<file path="config.mk">
export PLATFORM = sky130hd
export DESIGN_NAME = rtc_stopwatch_ctrl
export DESIGN_NICKNAME = d
export VERILOG_FILES = /design/src/rtl/rtc_ctrl_pkg.sv /design/src/rtl/rtc_edge_sync.sv /design/src/rtl/rtc_stopwatch_ctrl.sv
export SDC_FILE = /design/constraint.sdc
export NUM_CORES = 1
export LEC_CHECK = 0
export BUFFER_PORTS_ARGS = -buffer_cell sky130_fd_sc_hd__buf_2
export CORE_ASPECT_RATIO = 0.8
export CORE_MARGIN = 3
export CORE_UTILIZATION = 47
export CTS_CLUSTER_SIZE = 40
export DETAILED_ROUTE_END_ITERATION = 8
export GPL_ROUTABILITY_DRIVEN = 0
export PLACE_DENSITY = 0.77
export RECOVER_POWER = 100
export SYNTH_ARGS = -nofsm -noshare
export SYNTH_HDL_FRONTEND = slang
export SYNTH_SLANG_ARGS = --single-unit
export TNS_END_PERCENT = 50
</file>
<file path="constraint.sdc">
create_clock -name i_sclk -period 2.6 [get_ports i_sclk]
set_clock_uncertainty 0.2 [all_clocks]
set_input_delay 0.39 -clock i_sclk [delete_from_list [all_inputs] [get_ports i_sclk]]
set_output_delay 0.39 -clock i_sclk [all_outputs]
set_load 0.05 [all_outputs]
</file>
<file path="src/rtl/rtc_ctrl_pkg.sv">
// Shared types and default widths for the stopwatch controller.
// The RTC_LAP_FIFO_EN macro selects the lap FIFO in rtc_stopwatch_ctrl.
package rtc_ctrl_pkg;

  localparam int COUNT_W_DEF   = 24;
  localparam int LAP_DEPTH_DEF = 4;

  typedef enum logic [1:0] {
    ST_IDLE  = 2'd0,
    ST_RUN   = 2'd1,
    ST_PAUSE = 2'd2,
    ST_LAP   = 2'd3
  } state_t;

  function automatic logic counts_enabled(input state_t st);
    return (st == ST_RUN) || (st == ST_LAP);
  endfunction

endpackage

</file>
<file path="src/rtl/rtc_edge_sync.sv">
// Two-flop synchronizer followed by a rising-edge detector for one raw button.
// The pulse is high for the single cycle after the second flop first sees the press.
module rtc_edge_sync (
  input  logic clk,
  input  logic rst,
  input  logic din,
  output logic pulse
);

  logic [2:0] sync_r;

  // Shift chain: [0],[1] synchronize, [2] remembers the previous synchronized level.
  always_ff @(posedge clk or posedge rst) begin
    if (rst) begin
      sync_r <= 3'b000;
    end else begin
      sync_r <= {sync_r[1:0], din};
    end
  end

  assign pulse = sync_r[1] & ~sync_r[2];

endmodule

</file>
<file path="src/rtl/rtc_stopwatch_ctrl.sv">
// Stopwatch control FSM with display freeze, overflow handling and lap capture.
// Define RTC_LAP_FIFO_EN for a LAP_DEPTH-entry lap FIFO; otherwise a single lap register.
module rtc_stopwatch_ctrl
  import rtc_ctrl_pkg::*;
#(
  parameter int COUNT_W   = COUNT_W_DEF,
  parameter int LAP_DEPTH = LAP_DEPTH_DEF
) (
  input  logic               i_sclk,
  input  logic               i_reset,
  input  logic               i_start_stop,
  input  logic               i_lap,
  input  logic               i_clear,
  input  logic [COUNT_W-1:0] i_count,
  input  logic               i_lap_rd,
  output logic               o_countinit,
  output logic               o_countenb,
  output logic [COUNT_W-1:0] o_display,
  output logic               o_overflow,
  output logic [COUNT_W-1:0] o_lap_data,
  output logic               o_lap_valid,
  output logic               o_lap_empty,
  output logic               o_lap_full
);

  state_t state_r, state_nx;
  logic   start_p, lap_p, clear_p;
  logic   start_win, lap_win;
  logic   count_max, enter_lap, enter_idle;

  rtc_edge_sync u_sync_start (.clk(i_sclk), .rst(i_reset), .din(i_start_stop), .pulse(start_p));
  rtc_edge_sync u_sync_lap   (.clk(i_sclk), .rst(i_reset), .din(i_lap),        .pulse(lap_p));
  rtc_edge_sync u_sync_clear (.clk(i_sclk), .rst(i_reset), .din(i_clear),      .pulse(clear_p));

  assign count_max = &i_count;

  // Next-state logic; saturation overrides buttons, and clear > start > lap.
  always_comb begin
    start_win = start_p & ~clear_p;
    lap_win   = lap_p & ~clear_p & ~start_p;
    state_nx  = state_r;
    if (count_max && o_countenb) begin
      state_nx = ST_PAUSE;
    end else begin
      case (state_r)
        ST_IDLE:  if (start_win) state_nx = ST_RUN; else state_nx = ST_IDLE;
        ST_RUN:   if (start_win) state_nx = ST_PAUSE;
                  else if (lap_win) state_nx = ST_LAP;
                  else state_nx = ST_RUN;
        ST_PAUSE: if (clear_p) state_nx = ST_IDLE;
                  else if (start_win) state_nx = ST_RUN;
                  else state_nx = ST_PAUSE;
        ST_LAP:   if (start_win) state_nx = ST_PAUSE;
                  else if (lap_win) state_nx = ST_RUN;
                  else state_nx = ST_LAP;
        default:  state_nx = ST_IDLE;
      endcase
    end
    enter_lap  = (state_nx == ST_LAP) && (state_r != ST_LAP);
    enter_idle = (state_nx == ST_IDLE) && (state_r != ST_IDLE);
  end

  // State register and registered control/display outputs.
  always_ff @(posedge i_sclk or posedge i_reset) begin
    if (i_reset) begin
      state_r     <= ST_IDLE;
      o_countinit <= 1'b1;
      o_countenb  <= 1'b0;
      o_display   <= '0;
      o_overflow  <= 1'b0;
    end else begin
      state_r     <= state_nx;
      o_countinit <= (state_nx == ST_IDLE);
      o_countenb  <= counts_enabled(state_nx);
      if (enter_idle) begin
        o_overflow <= 1'b0;
      end else if (count_max && o_countenb) begin
        o_overflow <= 1'b1;
      end
      // Display is frozen only while staying in LAP.
      if ((state_nx != ST_LAP) || enter_lap) begin
        o_display <= i_count;
      end
    end
  end

`ifdef RTC_LAP_FIFO_EN
  localparam int                PTR_W     = (LAP_DEPTH > 1) ? $clog2(LAP_DEPTH) : 1;
  localparam logic [PTR_W:0]    FILL_FULL = (PTR_W + 1)'(LAP_DEPTH);
  localparam logic [PTR_W:0]    FILL_ONE  = (PTR_W + 1)'(1);
  localparam logic [PTR_W-1:0]  PTR_ONE   = PTR_W'(1);

  logic [COUNT_W-1:0] mem_r [LAP_DEPTH];
  logic [PTR_W-1:0]   wr_ptr_r, rd_ptr_r;
  logic [PTR_W:0]     fill_r, fill_nx;
  logic               do_push, do_pop;

  // A pop frees a slot, so a push into a full FIFO is accepted when paired with a pop.
  always_comb begin
    do_pop  = i_lap_rd && (fill_r != '0) && !enter_idle;
    do_push = enter_lap && ((fill_r != FILL_FULL) || do_pop);
    if (enter_idle) begin
      fill_nx = '0;
    end else if (do_push && !do_pop) begin
      fill_nx = fill_r + FILL_ONE;
    end else if (do_pop && !do_push) begin
      fill_nx = fill_r - FILL_ONE;
    end else begin
      fill_nx = fill_r;
    end
  end

  // Lap storage array.
  always_ff @(posedge i_sclk) begin
    if (do_push) begin
      mem_r[wr_ptr_r] <= i_count;
    end
  end

  // Pointers, occupancy and registered FIFO outputs.
  always_ff @(posedge i_sclk or posedge i_reset) begin
    if (i_reset) begin
      wr_ptr_r    <= '0;
      rd_ptr_r    <= '0;
      fill_r      <= '0;
      o_lap_data  <= '0;
      o_lap_valid <= 1'b0;
      o_lap_empty <= 1'b1;
      o_lap_full  <= 1'b0;
    end else begin
      o_lap_valid <= do_pop;
      if (do_pop) begin
        o_lap_data <= mem_r[rd_ptr_r];
      end
      if (enter_idle) begin
        wr_ptr_r <= '0;
        rd_ptr_r <= '0;
      end else begin
        if (do_push) wr_ptr_r <= wr_ptr_r + PTR_ONE;
        if (do_pop)  rd_ptr_r <= rd_ptr_r + PTR_ONE;
      end
      fill_r      <= fill_nx;
      o_lap_empty <= (fill_nx == '0);
      o_lap_full  <= (fill_nx == FILL_FULL);
    end
  end
`else
  logic [COUNT_W-1:0] lap_reg_r;
  logic               cap_pend_r;
  logic               unused_lap_rd;

  assign unused_lap_rd = i_lap_rd;

  // Single lap register; the captured value is presented one cycle after capture.
  always_ff @(posedge i_sclk or posedge i_reset) begin
    if (i_reset) begin
      lap_reg_r   <= '0;
      cap_pend_r  <= 1'b0;
      o_lap_data  <= '0;
      o_lap_valid <= 1'b0;
    end else begin
      cap_pend_r  <= enter_lap;
      o_lap_valid <= cap_pend_r;
      if (enter_lap) begin
        lap_reg_r <= i_count;
      end
      if (cap_pend_r) begin
        o_lap_data <= lap_reg_r;
      end
    end
  end

  assign o_lap_empty = 1'b1;
  assign o_lap_full  = 1'b0;
`endif

endmodule

</file>
Yosys cells after proc, flatten, opt, wreduce, memory -nomap -nowiden
Cells that the tools add are included.

storage, ports and cells
  register bits = 88
  input port bits = 30
  output and inout port bits = 54
  word-level logic and storage cells = 51

operators by class
  equal/unequal tests = 7
  multiplexer cells = 11
  bitwise gates (word level) = 11
  reduce and logical (&&, ||, !) cells = 10

operators by type and width
  kind                count
  $reduce_and 24->1   1
  $mux 2              7
  $pmux 2 s4          1
  $and 1x1->1         6
  $eq 2x2->1 const B  3
  $not 1->1           5
  $eq 2x1->1 const B  2
  $logic_not 2->1     2
  $ne 2x2->1 const B  2
  $reduce_bool 2->1   2
  $logic_and 1x1->1   3
  $mux 1              3
  $logic_or 1x1->1    2

Depth between registers and ports, before layout
  depth after elaboration = 12
  gate-level depth with buffers = 6

Hierarchy
Synthesis repeated with hierarchy kept, for this count alone.

second synthesis, totals
  cells, all modules = 212
  area, all modules = 3,515.9 um^2

modules (own cells, without submodules)
  module              times used  cells each  area an instance (um^2)
  rtc_stopwatch_ctrl  1           197         3,238.1
  rtc_edge_sync       3           5           92.6

Least setup slack after synthesis
Ideal clock, no wire load.

  kind = register -> register
  from = reg state_r[0]
  to = reg lap_reg_r[19]
  setup time = 0.125 ns
  arrival time = 1.876 ns
  required time = 2.275 ns
  path slack = 0.399 ns
  cell stages (with the launch flop) = 7
  path buffers = 2
  period minus slack after synthesis = 2.201 ns
  cell sequence = dfrtp_1 -> buf_4 -> nand4_1 -> nor3_2 -> a21oi_2 -> buf_6 -> mux2_4

on the way
  cells in the longest elaborated chain, start to end = 5

RTL lines
  element                                   RTL line                   source
  start: declaration                        rtc_stopwatch_ctrl.sv:26   state_t state_r, state_nx;
  start signal: assignment                  rtc_stopwatch_ctrl.sv:72   state_r <= state_nx;
  $eq 2x2->1, or another cell as far along  rtc_stopwatch_ctrl.sv:45   case (state_r)
  $pmux 2 s4                                rtc_stopwatch_ctrl.sv:45
  $mux 2                                    rtc_stopwatch_ctrl.sv:42   if (count_max && o_countenb) begin
  $eq 2x2->1                                rtc_stopwatch_ctrl.sv:59   enter_lap = (state_nx == ST_LAP) && (state_r != ST_LAP);
  $logic_and 1x1->1 *                       rtc_stopwatch_ctrl.sv:59
  end signal: assignment                    rtc_stopwatch_ctrl.sv:165  lap_reg_r <= i_count;
  end: declaration                          rtc_stopwatch_ctrl.sv:148  logic [COUNT_W-1:0] lap_reg_r;

Every way passes the cells marked *; elsewhere a longest branch is shown, timed or not.
A chain may end at the register's enable or synchronous reset.

Final worst setup path
  from = reg state_r[1]
  to = reg lap_reg_r[18]

Same word-level chain as after synthesis.

==> qor.log <==
[outcome] outcome complete, but fails checks
[outcome] violations in the final reports capacitance limit, slew limit
[floorplan] number of ports placed on the die boundary 84
[logic_synthesis] leading post-synthesis cells by cell area sky130_fd_sc_hd__dfrtp_1 65%, sky130_fd_sc_hd__mux2_2 24%, sky130_fd_sc_hd__buf_6 1.4%
[floorplan] initial standard-cell utilization of the core 0.503
[logic_synthesis] Primary FF master, synth sky130_fd_sc_hd__dfrtp_1
[floorplan] DIE AREA 8120 um2
[power] static leakage 1.67 nW
[logic_synthesis] async set or reset register ratio after synthesis 1.00
[global_route] total congestion overflow 0
[global_route] initial antenna violation count 0
[clock_tree] clock edge transition at the registers on the reported setup and hold paths 0.08 ns
[sta] Worst-Margin Slew 1.53 ns
[logic_synthesis] most instantiated library cell after synthesis sky130_fd_sc_hd__dfrtp_1
[worst_setup_path] critical-path cell list nor3b_1 > nand4_1 > a21oi_4 > mux2_2
[finish] # nets final 325
[global_route] wire length of the first global-routing pass 10,200 um
[sta] final critical delay including setup and external delays 2.39 ns
[finish] diode count 0
[logic_synthesis] #FFs+latches synth 87
[worst_setup_path] highest cell delay on the worst timing path 0.71 ns
[logic_synthesis] Post-Synthesis Cells 206
[route] aggregate routed wire length 6260 um
[worst_setup_path] arrival time worst endpoint 2.42 ns
[finish] fin util 0.598
[logic_synthesis] Synth top cells by count 86 x sky130_fd_sc_hd__dfrtp_1, 70 x sky130_fd_sc_hd__mux2_2, 6 x sky130_fd_sc_hd__nand4_1
[logic_synthesis] Mean Syn Cell Area 16.1 um2
[finish] combined area of the multi-input logic cells 1060 um2
[sta] share of the cycle needed by the critical path after routing 0.919
[power] PwrDens 1260 nW/um2
[min_path] class of the most critical hold timing path in2reg
[sta] setup total negative slack 0 ns
[worst_setup_path] Worst Path Required 2.63 ns
[clock_tree] Clock Tree Buf Depth 2
[worst_setup_path] launch instance of the worst register-to-register path state_r[1]$_DFF_PP0_
[finish] filler cell count 567
[logic_synthesis] library cells used by synthesis 29
[worst_setup_path] highest fanout seen on the critical path 25
[worst_setup_path] end of the worst register-to-register path lap_reg_r[18]$_DFFE_PP0P_
[worst_setup_path] internal reg-to-reg setup slack 0.21 ns
[finish] area occupied by registers 2180 um2
[min_path] Worst Hold Launch i_count[19]
[clock_tree] clock latency reported for the late side of the worst-skew pair 0.34 ns
[run] number of max-capacitance violations reported 1
[finish] Area Overhead vs Synth 18.8%
[logic_synthesis] synth warn 0
[logic_synthesis] post-synth net total 236
[route] detailed-route via count 1,924
[clock_tree] CTS buffer count 9
[global_route] pin count of the biggest net entering global routing 44
[sta] worst max-slew margin expressed relative to the limit -0.0243
[global_route] global router's overall resource usage 0.166
[global_route] vias in the first global route 2,029
[route] routed via count divided by cell count 5.01
[worst_setup_path] CP startpoint kind flip-flop
[min_path] Hold Crit Endpoint lap_reg_r[19]$_DFFE_PP0P_
[finish] Final Non-Filler Cells 384
[route] detailed-routing iteration count for the pre-antenna-repair pass 4
[worst_setup_path] critical path start-end classification reg2reg
[logic_synthesis] share of the synthesized area in the top cell type 0.647
[floorplan] height of the die 81.2 um
[clock_tree] clock tree root buffer cell sky130_fd_sc_hd__clkbuf_8
[logic_synthesis] post-synth design cell area 3320 um2
[route] Routed wire per std cell 16.3 um
[clock_tree] # clock sinks 87
[placed_design] number of placed instances, taps included 364
[sta] unrepaired setup endpoints after global routing no
[clock_tree] # H-tree levels 3
[floorplan] width of the chip 100 um
[placed_design] detailed placer's ending HPWL 4340 um
[route] ANT nets after route 0
[sta] highest clock rate 419 MHz
[finish] layout cells sized above 1 0.403
[sta] final-report setup violation count 0
[floorplan] Core Area 6600 um2
[logic_synthesis] portion of the post-synthesis area used by sequential elements 0.655
[sta] count of final hold-check violations 0
[worst_setup_path] slowest cell on the critical path sky130_fd_sc_hd__a21oi_4
[sta] max-slew violations 33
[logic_synthesis] cell taking the most area after synthesis sky130_fd_sc_hd__dfrtp_1
[route] DRC Markers 0
[placed_design] number of buffers inserted by port buffering 80
[worst_setup_path] CP Capture Type flip-flop
[clock_tree] TritonCTS clock tree done
[power] IR drop worst, VDD 0.000641 V
[min_path] Hold Crit Depth 2
[logic_synthesis] EDFF count, synth 0
[worst_setup_path] Worst Reg2Reg Path Length in Cells 4
[route] starting DRC count in detailed routing 39
[floorplan] Row Count 26
per-stage QoR:
step	instance area, um2	hold slack (ns)	setup WS, ns	power [mW]
after floorplan	3330	0.131	0.399	3.73
after global placement	3820	0.136	0.285	4.15
after detailed placement	3820	0.136	0.226	4.20
after CTS	4050	0.0911	0.187	5.13
after global routing	3950	0.0965	0.0607	5.24
final	3950	0.101	0.211	4.97
final cells by class:
| class | instances | share of cell area |
|---|---|---|
| flip-flops and latches | 87 | 0.551 |
| multi-input cells | 108 | 0.268 |
| clock buffers | 12 | 0.0367 |
| clock inverters | 4 | 0.0120 |
| repair buffers | 88 | 0.104 |
| well taps | 84 | 0.0266 |
| inverters | 1 | 0.00127 |
placed cells by master (no fill, tap or decap), drive strengths merged:
| cell | synthesis | final |
|---|---|---|
| nand2b | 3 | 3 |
| nand3 | 1 | 1 |
| nor2b | 1 | 1 |
| nor4b | 1 | 1 |
| dlygate4sd3 | 0 | 4 |
| nand3b | 1 | 1 |
| and2 | 1 | 1 |
| a211o | 1 | 1 |
| nor3b | 1 | 1 |
| and2b | 1 | 1 |
| xnor2 | 1 | 1 |
| a21o | 1 | 1 |
| buf | 7 | 29 |
| clkinv | 0 | 2 |
| mux2 | 72 | 72 |
| o21ai | 2 | 2 |
| clkinvlp | 0 | 2 |
| nand4 | 6 | 6 |
| a211oi | 1 | 1 |
| nor3 | 1 | 1 |
| nor2 | 5 | 5 |
| clkbuf | 3 | 67 |
| dfrtp | 86 | 86 |
| nor4 | 1 | 1 |
| dfstp | 1 | 1 |
| a21oi | 2 | 2 |
| nand2 | 3 | 3 |
| conb | 2 | 2 |
| bufinv | 0 | 1 |
worst max-delay path, delay by kind of cell (launching register included):
family / cells / cell delay, ns
compound gates: 1 / 0.71
simple gates: 2 / 0.49
flops: 1 / 0.44
mux: 1 / 0.42
report_power, final:
group | leakage [nW] | switching, mW | internal [mW]
Combinational | 0.555 | 1.40 | 0.563
Sequential | 1.02 | 0.264 | 1.84
Clock | 0.0964 | 0.437 | 0.468
registers in the layout, indices dropped and copies added, names as in the netlist:
signal	count
cap_pend_r	1
lap_reg_r	24
o_countinit	1
o_display	24
o_lap_data	24
o_lap_valid	1
o_overflow	1
state_r	2
u_sync_clear.sync_r	3
u_sync_lap.sync_r	3
u_sync_start.sync_r	3
layer usage:
layer  global-route usage  vias up  routed length (um)
met4               0.0404        0                  37
met5                    0        -                   0
li1                     -      906                   -
met2                0.256       62                2840
met3               0.0730        7                 495
met1                0.218      949                2900
worst max-delay path by stage:
stage,from,end,depth (start not counted)
2_1_floorplan,state_r[0]$_DFF_PP0_,lap_reg_r[19]$_DFFE_PP0P_,6
3_3_place_gp,state_r[1]$_DFF_PP0_,lap_reg_r[17]$_DFFE_PP0P_,4
3_5_place_dp,state_r[1]$_DFF_PP0_,lap_reg_r[18]$_DFFE_PP0P_,4
4_1_cts,state_r[1]$_DFF_PP0_,lap_reg_r[9]$_DFFE_PP0P_,4
5_1_grt,state_r[1]$_DFF_PP0_,lap_reg_r[15]$_DFFE_PP0P_,4
6_report,state_r[1]$_DFF_PP0_,lap_reg_r[18]$_DFFE_PP0P_,4
timing repair:
item / CTS / global route
hold buffers: 4 / 0
gates resized for setup: 0 / 0
hold endpoints to repair: 33 / 0
setup buffers: 0 / 0
cell families (layout without fill, tap and decap cells):
logic type | count (synthesis) | in the layout | synth area share
flops | 87 | 87 | 0.655
mux | 72 | 72 | 0.246
simple gates | 26 | 26 | 0.0504
buf+inv | 11 | 105 | 0.0248
compound gates | 7 | 7 | 0.0184
other cells | 2 | 2 | 0.00226
xor+xnor | 1 | 1 | 0.00264
(Power assumes the default switching activity.)
